**src/rtl/uart_rx_frame.sv**
```systemverilog
// Serial frame receiver: hunts for a start bit on quarter-bit ticks, then samples
// data and stop bits on bit-rate ticks and reports good bytes or framing errors.
module uart_rx_frame #(
    parameter int DATA_BITS   = 8,
    parameter int START_QUAL  = 2,
    parameter int SYNC_STAGES = 2
) (
    input  logic                 clk_50,
    input  logic                 RESET,
    input  logic                 SAMPLE,
    input  logic                 RX,
    output logic                 CHANGE,
    output logic [DATA_BITS-1:0] DATA,
    output logic                 DATA_VALID,
    output logic                 FRAME_ERR,
    output logic                 BUSY
);

    localparam int QW = $clog2(START_QUAL + 1);
    localparam int BW = $clog2(DATA_BITS + 1);
    localparam logic [QW-1:0] QUAL_LAST = QW'(START_QUAL - 1);
    localparam logic [BW-1:0] BIT_LAST  = BW'(DATA_BITS - 1);

    typedef enum logic [2:0] {
        ST_IDLE,
        ST_START,
        ST_DATA,
        ST_STOP,
        ST_BRK
    } state_t;

    state_t                 state, state_n;
    logic [QW-1:0]          qual_cnt, qual_n;
    logic [BW-1:0]          bit_cnt, bit_n;
    logic [DATA_BITS-1:0]   shift_q, shift_n;
    logic [SYNC_STAGES-1:0] sync_q;
    logic                   rx_s;

    logic                   change_n, valid_n, err_n, busy_n;
    logic [DATA_BITS-1:0]   data_n;

    // Synchroniser presets to 1 so a reset looks like an idle line
    always_ff @(posedge clk_50 or negedge RESET) begin
        if (!RESET) sync_q <= '1;
        else        sync_q <= {sync_q[SYNC_STAGES-2:0], RX};
    end

    assign rx_s = sync_q[SYNC_STAGES-1];

    always_ff @(posedge clk_50 or negedge RESET) begin
        if (!RESET) begin
            state      <= ST_IDLE;
            qual_cnt   <= '0;
            bit_cnt    <= '0;
            shift_q    <= '0;
            CHANGE     <= 1'b0;
            DATA       <= '0;
            DATA_VALID <= 1'b0;
            FRAME_ERR  <= 1'b0;
            BUSY       <= 1'b0;
        end else begin
            state      <= state_n;
            qual_cnt   <= qual_n;
            bit_cnt    <= bit_n;
            shift_q    <= shift_n;
            CHANGE     <= change_n;
            DATA       <= data_n;
            DATA_VALID <= valid_n;
            FRAME_ERR  <= err_n;
            BUSY       <= busy_n;
        end
    end

    always_comb begin
        state_n = state;
        qual_n  = qual_cnt;
        bit_n   = bit_cnt;
        shift_n = shift_q;
        if (SAMPLE) begin
            case (state)
                ST_IDLE: begin
                    if (!rx_s) begin
                        if (START_QUAL == 1) begin
                            state_n = ST_DATA;
                            bit_n   = '0;
                        end else begin
                            state_n = ST_START;
                            qual_n  = QW'(1);
                        end
                    end
                end
                ST_START: begin
                    if (rx_s) begin
                        state_n = ST_IDLE;
                    end else if (qual_cnt == QUAL_LAST) begin
                        state_n = ST_DATA;
                        bit_n   = '0;
                    end else begin
                        qual_n = qual_cnt + QW'(1);
                    end
                end
                ST_DATA: begin
                    // Line is LSB first, so each new bit enters at the top
                    shift_n = {rx_s, shift_q[DATA_BITS-1:1]};
                    if (bit_cnt == BIT_LAST) state_n = ST_STOP;
                    else                     bit_n   = bit_cnt + BW'(1);
                end
                ST_STOP: state_n = rx_s ? ST_IDLE : ST_BRK;
                ST_BRK:  if (rx_s) state_n = ST_IDLE;
                default: state_n = ST_IDLE;
            endcase
        end
    end

    // Outputs are decoded from the next state so the registered copies switch on the tick edge
    always_comb begin
        change_n = (state_n == ST_DATA) || (state_n == ST_STOP);
        busy_n   = (state_n != ST_IDLE);
        valid_n  = SAMPLE && (state == ST_STOP) && rx_s;
        err_n    = SAMPLE && (state == ST_STOP) && !rx_s;
        data_n   = valid_n ? shift_q : DATA;
    end

endmodule

```
**config.mk**
```make
export PLATFORM = sky130hd
export DESIGN_NAME = uart_rx_frame
export DESIGN_NICKNAME = d
export VERILOG_FILES = /design/src/rtl/uart_rx_frame.sv
export SDC_FILE = /design/constraint.sdc
export NUM_CORES = 1
export LEC_CHECK = 0
export CAP_MARGIN = 30
export CORE_UTILIZATION = 50
export DETAILED_ROUTE_END_ITERATION = 8
export PLACE_DENSITY = 0.69
export SLEW_MARGIN = 20
export SYNTH_ARGS = -nofsm -noshare
export SYNTH_HDL_FRONTEND = slang
export SYNTH_SLANG_ARGS = --single-unit
export TNS_END_PERCENT = 10
```
**constraint.sdc**
```tcl
create_clock -name clk_50 -period 3.47 [get_ports clk_50]
set_input_delay 0.694 -clock clk_50 [delete_from_list [all_inputs] [get_ports clk_50]]
set_output_delay 0.694 -clock clk_50 [all_outputs]
set_load 0.005 [all_outputs]
```
==> flow_summary.json, run 1 <==
{
  "dp.final_hpwl_mm": 1.61,
  "cts_tree": "built",
  "ys_types": 41,
  "synth-seq-area-share_pct": 55.8,
  "drc": 0,
  "overflow": 0,
  "area_delta_synth_final_pct": 14.3,
  "ctsHoldBuffers": 0,
  "max_freq_ghz": 0.480,
  "post-route-util_pct": 62.1,
  "place.gp.congestion": 0.758,
  "dieHeight_um": 54.8,
  "tightest_slew_ps": 523,
  "synth_edf_count": 0,
  "setup_viol": 0,
  "htreeDepth": 2,
  "critPathTopFamily": "buffers and inverters",
  "report.final.slew_viol_count": 0,
  "path_class": "input port to flop",
  "setup_slack_ps": 1390,
  "p_int_mw": 0.844,
  "synth_ff_type": "dfrtp_1",
  "finalHoldViolCount": 0,
  "avgRoutedWirePerCell_um": 14.3,
  "ctsRootBufferMaster": "clkbuf_4",
  "period_share_pct": 60.0,
  "core_area_mm2": 0.00257,
  "yosys_warnings": 0,
  "grt_start_max_net_pins": 32,
  "path_cells": "clkdlybuf4s50_1 -> nand4bb_1 -> a311o_1",
  "grt_pass1_wl_mm": 3.95,
  "slew_headroom_pct": 64.9,
  "antenna_found_initial": 0,
  "clk_pin_slew_ps": 90,
  "viasPerCell": 5.47,
  "worst_ir_drop_vdd_mv": 0.524,
  "ant_nets": 0,
  "design_area_mm2": 0.00159,
  "cts_made_buffers": 5,
  "initial_core_util_pct": 54.3,
  "syn-cell-area_mm2": 0.00140,
  "end_kind": "flop",
  "first_pass_iters": 4,
  "fin_tns_setup_ps": 0,
  "drive_above_1_share_pct": 15.6,
  "placed_cell_area_mm2": 0.00154,
  "drv_cap": 0,
  "p_per_area_mw_per_mm2": 813,
  "synth.top_cell.area_share_pct": 52.0,
  "io_buffers": 15,
  "std_cell_rows": 18,
  "min_path_type": "flop to flop",
  "syn_nets": 131,
  "final.min_clock_period_ps": 2080,
  "chipWidth_um": 54.8,
  "synth_area_leaders": "dfrtp_1, nand2_1, mux2_2",
  "arrival_ps": 2310,
  "grtUsageTotal_pct": 20.2,
  "rsz0062_at_grt": "false",
  "ys_top_cells_by_count": "dfrtp_1, nand2_1, mux2_2, nand2b_1",
  "postSynth.asyncResetShare_pct": 100,
  "yosysTopAreaCell": "dfrtp_1",
  "path_max_fanout": 13,
  "cp-start-kind": "input port",
  "post-place-ws_ps": 1020,
  "nNetsFinal": 146,
  "die_area_mm2": 0.00301,
  "p_sw_share_pct": 34.9,
  "critical_path.max_stage_delay_ps": 630,
  "cts-resized-gates": 0,
  "finClkSkew_ps": 4.76,
  "routed_wl_mm": 2.45,
  "cts_sinks": 31,
  "syn_avg_cell_area_um2": 11.2,
  "synth_cells": 125,
  "status": "finished clean",
  "cp.required_ps": 3700,
  "synth.most_common_cell": "dfrtp_1",
  "ctsLongestPathBuffers": 2,
  "post_cts_buffers": 0,
  "vias": 936,
  "grt_pass1_vias": 865,
  "clk_latency_ps": 340,
  "comb_power_share_pct": 36.3,
  "holdWs_ps": 360,
  "power_frac_seq_pct": 48.2,
  "pwr-share-clk_pct": 15.5,
  "worst-path-buf-inv": 1,
  "first_iter_violations": 10,
  "power.net_switching_mw": 0.453,
  "slowest_stage": "clkdlybuf4s50_1",
  "synth-seq-cells": 31,
  "antenna_cells": 0,
  "ios": 16,
  "p_leak_nw": 0.746
}
==> per-stage QoR <==
step	power [mW]	cells
2_1_floorplan	0.939	125
5_1_grt	1.40	171
3_3_place_gp	1.09	163
6_report	1.30	171
3_5_place_dp	1.11	163
4_1_cts	1.31	171
==> kinds of logic (layout without fill, tap and decap cells) <==
kind of cell / after synthesis / count (layout) / synth area share [%]
adders and majority gates: 2 / 2 / 1.79
and+or+nand+nor: 50 / 50 / 19.4
AOI/OAI and AO/OA: 21 / 21 / 11.5
buffers and inverters: 12 / 28 / 4.39
DFF: 31 / 31 / 55.8
muxes: 9 / 9 / 7.18
==> cell usage in the layout (no fill, tap or decap), types with 2 or more instances in the layout <==
cell and count:
dfrtp_1 29, nand2_1 25, clkdlybuf4s50_1 15, mux2_2 8
nand2b_1 5, clkbuf_4 5, inv_1 4, nor2_1 4
a21oi_1 3, a31oi_1 3, nand3_1 3, and3b_1 2
o21ai_0 2, a311o_1 2, ha_1 2, clkbuf_1 2
dfstp_2 2
==> registers in the layout (all words and copies together) (netlist names) <==
name and cells:
FRAME_ERR 1, qual_cnt 2, DATA_VALID 1, sync_q 2, CHANGE 1, shift_q 8, bit_cnt 4, BUSY 1
state 3, DATA 8
==> metal layers <==
layer | global-route usage, % | routed length, µm | part of all wire [%] | up-vias
met3 | 8.33 | 103 | 4.2 | 5
met4 | 14.5 | 65 | 2.7 | 0
li1 | - | - | - | 471
met5 | 0 | 0 | 0 | -
met2 | 27.9 | 1050 | 43 | 17
met1 | 25.0 | 1220 | 50 | 443
==> worst paths after layout <==
kind                                      from                     end  slack (ps)  cells after the start
max reg2reg                 state[0]$_DFF_PN0_  bit_cnt[2]$_DFFE_PN0P_        1750                      2
min reg2reg                sync_q[0]$_DFF_PN1_     sync_q[1]$_DFF_PN1_         360                      0
min in group asynchronous                RESET        CHANGE$_DFF_PN0_         740                      2
max                                     SAMPLE  bit_cnt[2]$_DFFE_PN0P_        1390                      3
min                        sync_q[0]$_DFF_PN1_     sync_q[1]$_DFF_PN1_         360                      0
max in group asynchronous                RESET     sync_q[1]$_DFF_PN1_        2410                      2
==> power groups by stage <==
stage	logic, mW	clock network [mW]	registers [mW]
6_report	0.470	0.201	0.625
5_1_grt	0.526	0.221	0.651
4_1_cts	0.476	0.210	0.627
3_5_place_dp	0.474	0	0.635
3_3_place_gp	0.459	0	0.627
2_1_floorplan	0.354	0	0.585
==> cell type report <==
cell class / count / area [µm²]
Multi-Input combinational cell: 82 / 556
Fill cell: 243 / 973
Sequential cell: 31 / 778
Clock inverter: 1 / 5.00
Timing Repair Buffer: 16 / 158
Inverter: 4 / 15.0
Clock buffer: 7 / 45.0
Tap cell: 30 / 37.5
Power figures use the tool's default switching activity.
==> inputs of run 2 (changes only) <==
clock period = 1.97 ns   (was 3.47 ns; I/O delays follow)
==> flow_summary.json, run 2 (same netlist as run 1, synthesis figures left out) <==
{
  "first_pass_iters": 4,
  "overflow": 0,
  "place.gp.congestion": 0.781,
  "fillers": 224,
  "worst_ir_drop_vdd_mv": 0.836,
  "ctsRootBufferMaster": "clkbuf_4",
  "post-place-ws_ps": 52.8,
  "path_class": "flop to output pin",
  "first_iter_violations": 14,
  "worst-path-buf-inv": 1,
  "chipWidth_um": 54.8,
  "std_cell_rows": 18,
  "regArea_um2": 778,
  "multi_input_area_um2": 556,
  "critPathTopFamily": "buffers and inverters",
  "cp.required_ps": 1580,
  "post-route-util_pct": 63.5,
  "post_cts_buffers": 0,
  "holdWs_ps": 360,
  "end_kind": "output pin",
  "period_share_pct": 80.3,
  "die_area_mm2": 0.00301,
  "cp-start-kind": "flop",
  "p_leak_nw": 0.770,
  "clk_pin_slew_ps": 90,
  "min_path_type": "flop to flop",
  "avgRoutedWirePerCell_um": 13.5,
  "max_freq_ghz": 0.632,
  "p_per_area_mw_per_mm2": 1430,
  "antenna_found_initial": 0,
  "viasPerCell": 5.56,
  "cts_tree": "built",
  "io_buffers": 15,
  "vias": 978,
  "grt_start_max_net_pins": 32,
  "ctsLongestPathBuffers": 2,
  "area_delta_synth_final_pct": 17.0,
  "slowest_stage": "clkdlybuf4s50_1",
  "grt_pass1_wl_mm": 4.09,
  "final.min_clock_period_ps": 1580,
  "critical_path.max_stage_delay_ps": 500,
  "tightest_slew_ps": 365,
  "cts-resized-gates": 0,
  "path_max_fanout": 2,
  "initial_core_util_pct": 54.3,
  "path_cells": "clkdlybuf4s50_1",
  "setup_slack_ps": 387,
  "drive_above_1_share_pct": 18.5,
  "routed_wl_mm": 2.38,
  "finalHoldViolCount": 0,
  "layout_commonest_cell": "dfrtp_1",
  "final_cell_mix": "dfrtp_1, nand2_1, clkdlybuf4s50_1, mux2_2, buf_4",
  "ctsHoldBuffers": 0,
  "drc": 0,
  "nNetsFinal": 151,
  "dp.final_hpwl_mm": 1.71,
  "cts_made_buffers": 5,
  "drv_cap": 0,
  "grt_pass1_vias": 895,
  "ios": 16,
  "grtUsageTotal_pct": 20.6,
  "clk_latency_ps": 330,
  "antenna_cells": 0,
  "report.final.slew_viol_count": 0,
  "ant_nets": 0,
  "core_area_mm2": 0.00257,
  "slew_headroom_pct": 75.5,
  "top_regs": "DATA: 8 flops, shift_q: 8 flops, bit_cnt: 4 flops",
  "status": "finished clean",
  "finClkSkew_ps": 9.45,
  "setup_viol": 0,
  "rsz0062_at_grt": "false",
  "arrival_ps": 1190,
  "htreeDepth": 2,
  "fin_tns_setup_ps": 0,
  "dieHeight_um": 54.8,
  "cts_sinks": 31
}
-- run 2: cell count changes in the layout (fill, tap and decap cells not counted) --
cell / delta
buf_4: +5
-- run 2: path summary, 6_finish.rpt --
path / startpoint / endpoint / slack [ps] / depth (start not counted)
worst min-delay path: sync_q[0]$_DFF_PN1_ / sync_q[1]$_DFF_PN1_ / 360 / 0
worst min register to register: sync_q[0]$_DFF_PN1_ / sync_q[1]$_DFF_PN1_ / 360 / 0
min in group asynchronous: RESET / DATA[2]$_DFFE_PN0P_ / 440 / 2
worst max register to register: state[1]$_DFF_PN0_ / bit_cnt[3]$_DFFE_PN0P_ / 440 / 2
max in group asynchronous: RESET / sync_q[0]$_DFF_PN1_ / 1210 / 2
worst max-delay path: DATA[2]$_DFFE_PN0P_ / DATA[2] / 390 / 1
-- run 2: power breakdown --
group / internal, mW / switching [mW]
Combinational: 0.504 / 0.394
Sequential: 0.882 / 0.208
Clock: 0.139 / 0.199
Total: 1.52 / 0.801
-- run 2: layout make-up --
type                            count  share of cell area, %
Sequential cell                    31                   47.7
Clock buffer                        7                   2.76
Inverter                            4                  0.920
Tap cell                           30                   2.30
Clock inverter                      1                  0.307
Timing Repair Buffer               21                   12.0
Multi-Input combinational cell     82                   34.0
-- run 2: per-layer routing --
metal  GRT usage (%)  up-vias  wire [µm]  share of wire, %
met5               0        -          0                 0
met2            29.7       17       1050                44
met4            7.69        0         12              0.50
met3            9.17        2        110               4.6
li1                -      482          -                 -
met1            27.0      477       1210                51
-- run 2: per-stage QoR --
stage	total power, mW	area [µm²]	std cells
2_1_floorplan	1.65	1400	125
6_report	2.33	1630	176
3_5_place_dp	2.00	1580	168
5_1_grt	2.53	1630	176
3_3_place_gp	1.96	1580	168
4_1_cts	2.34	1630	176
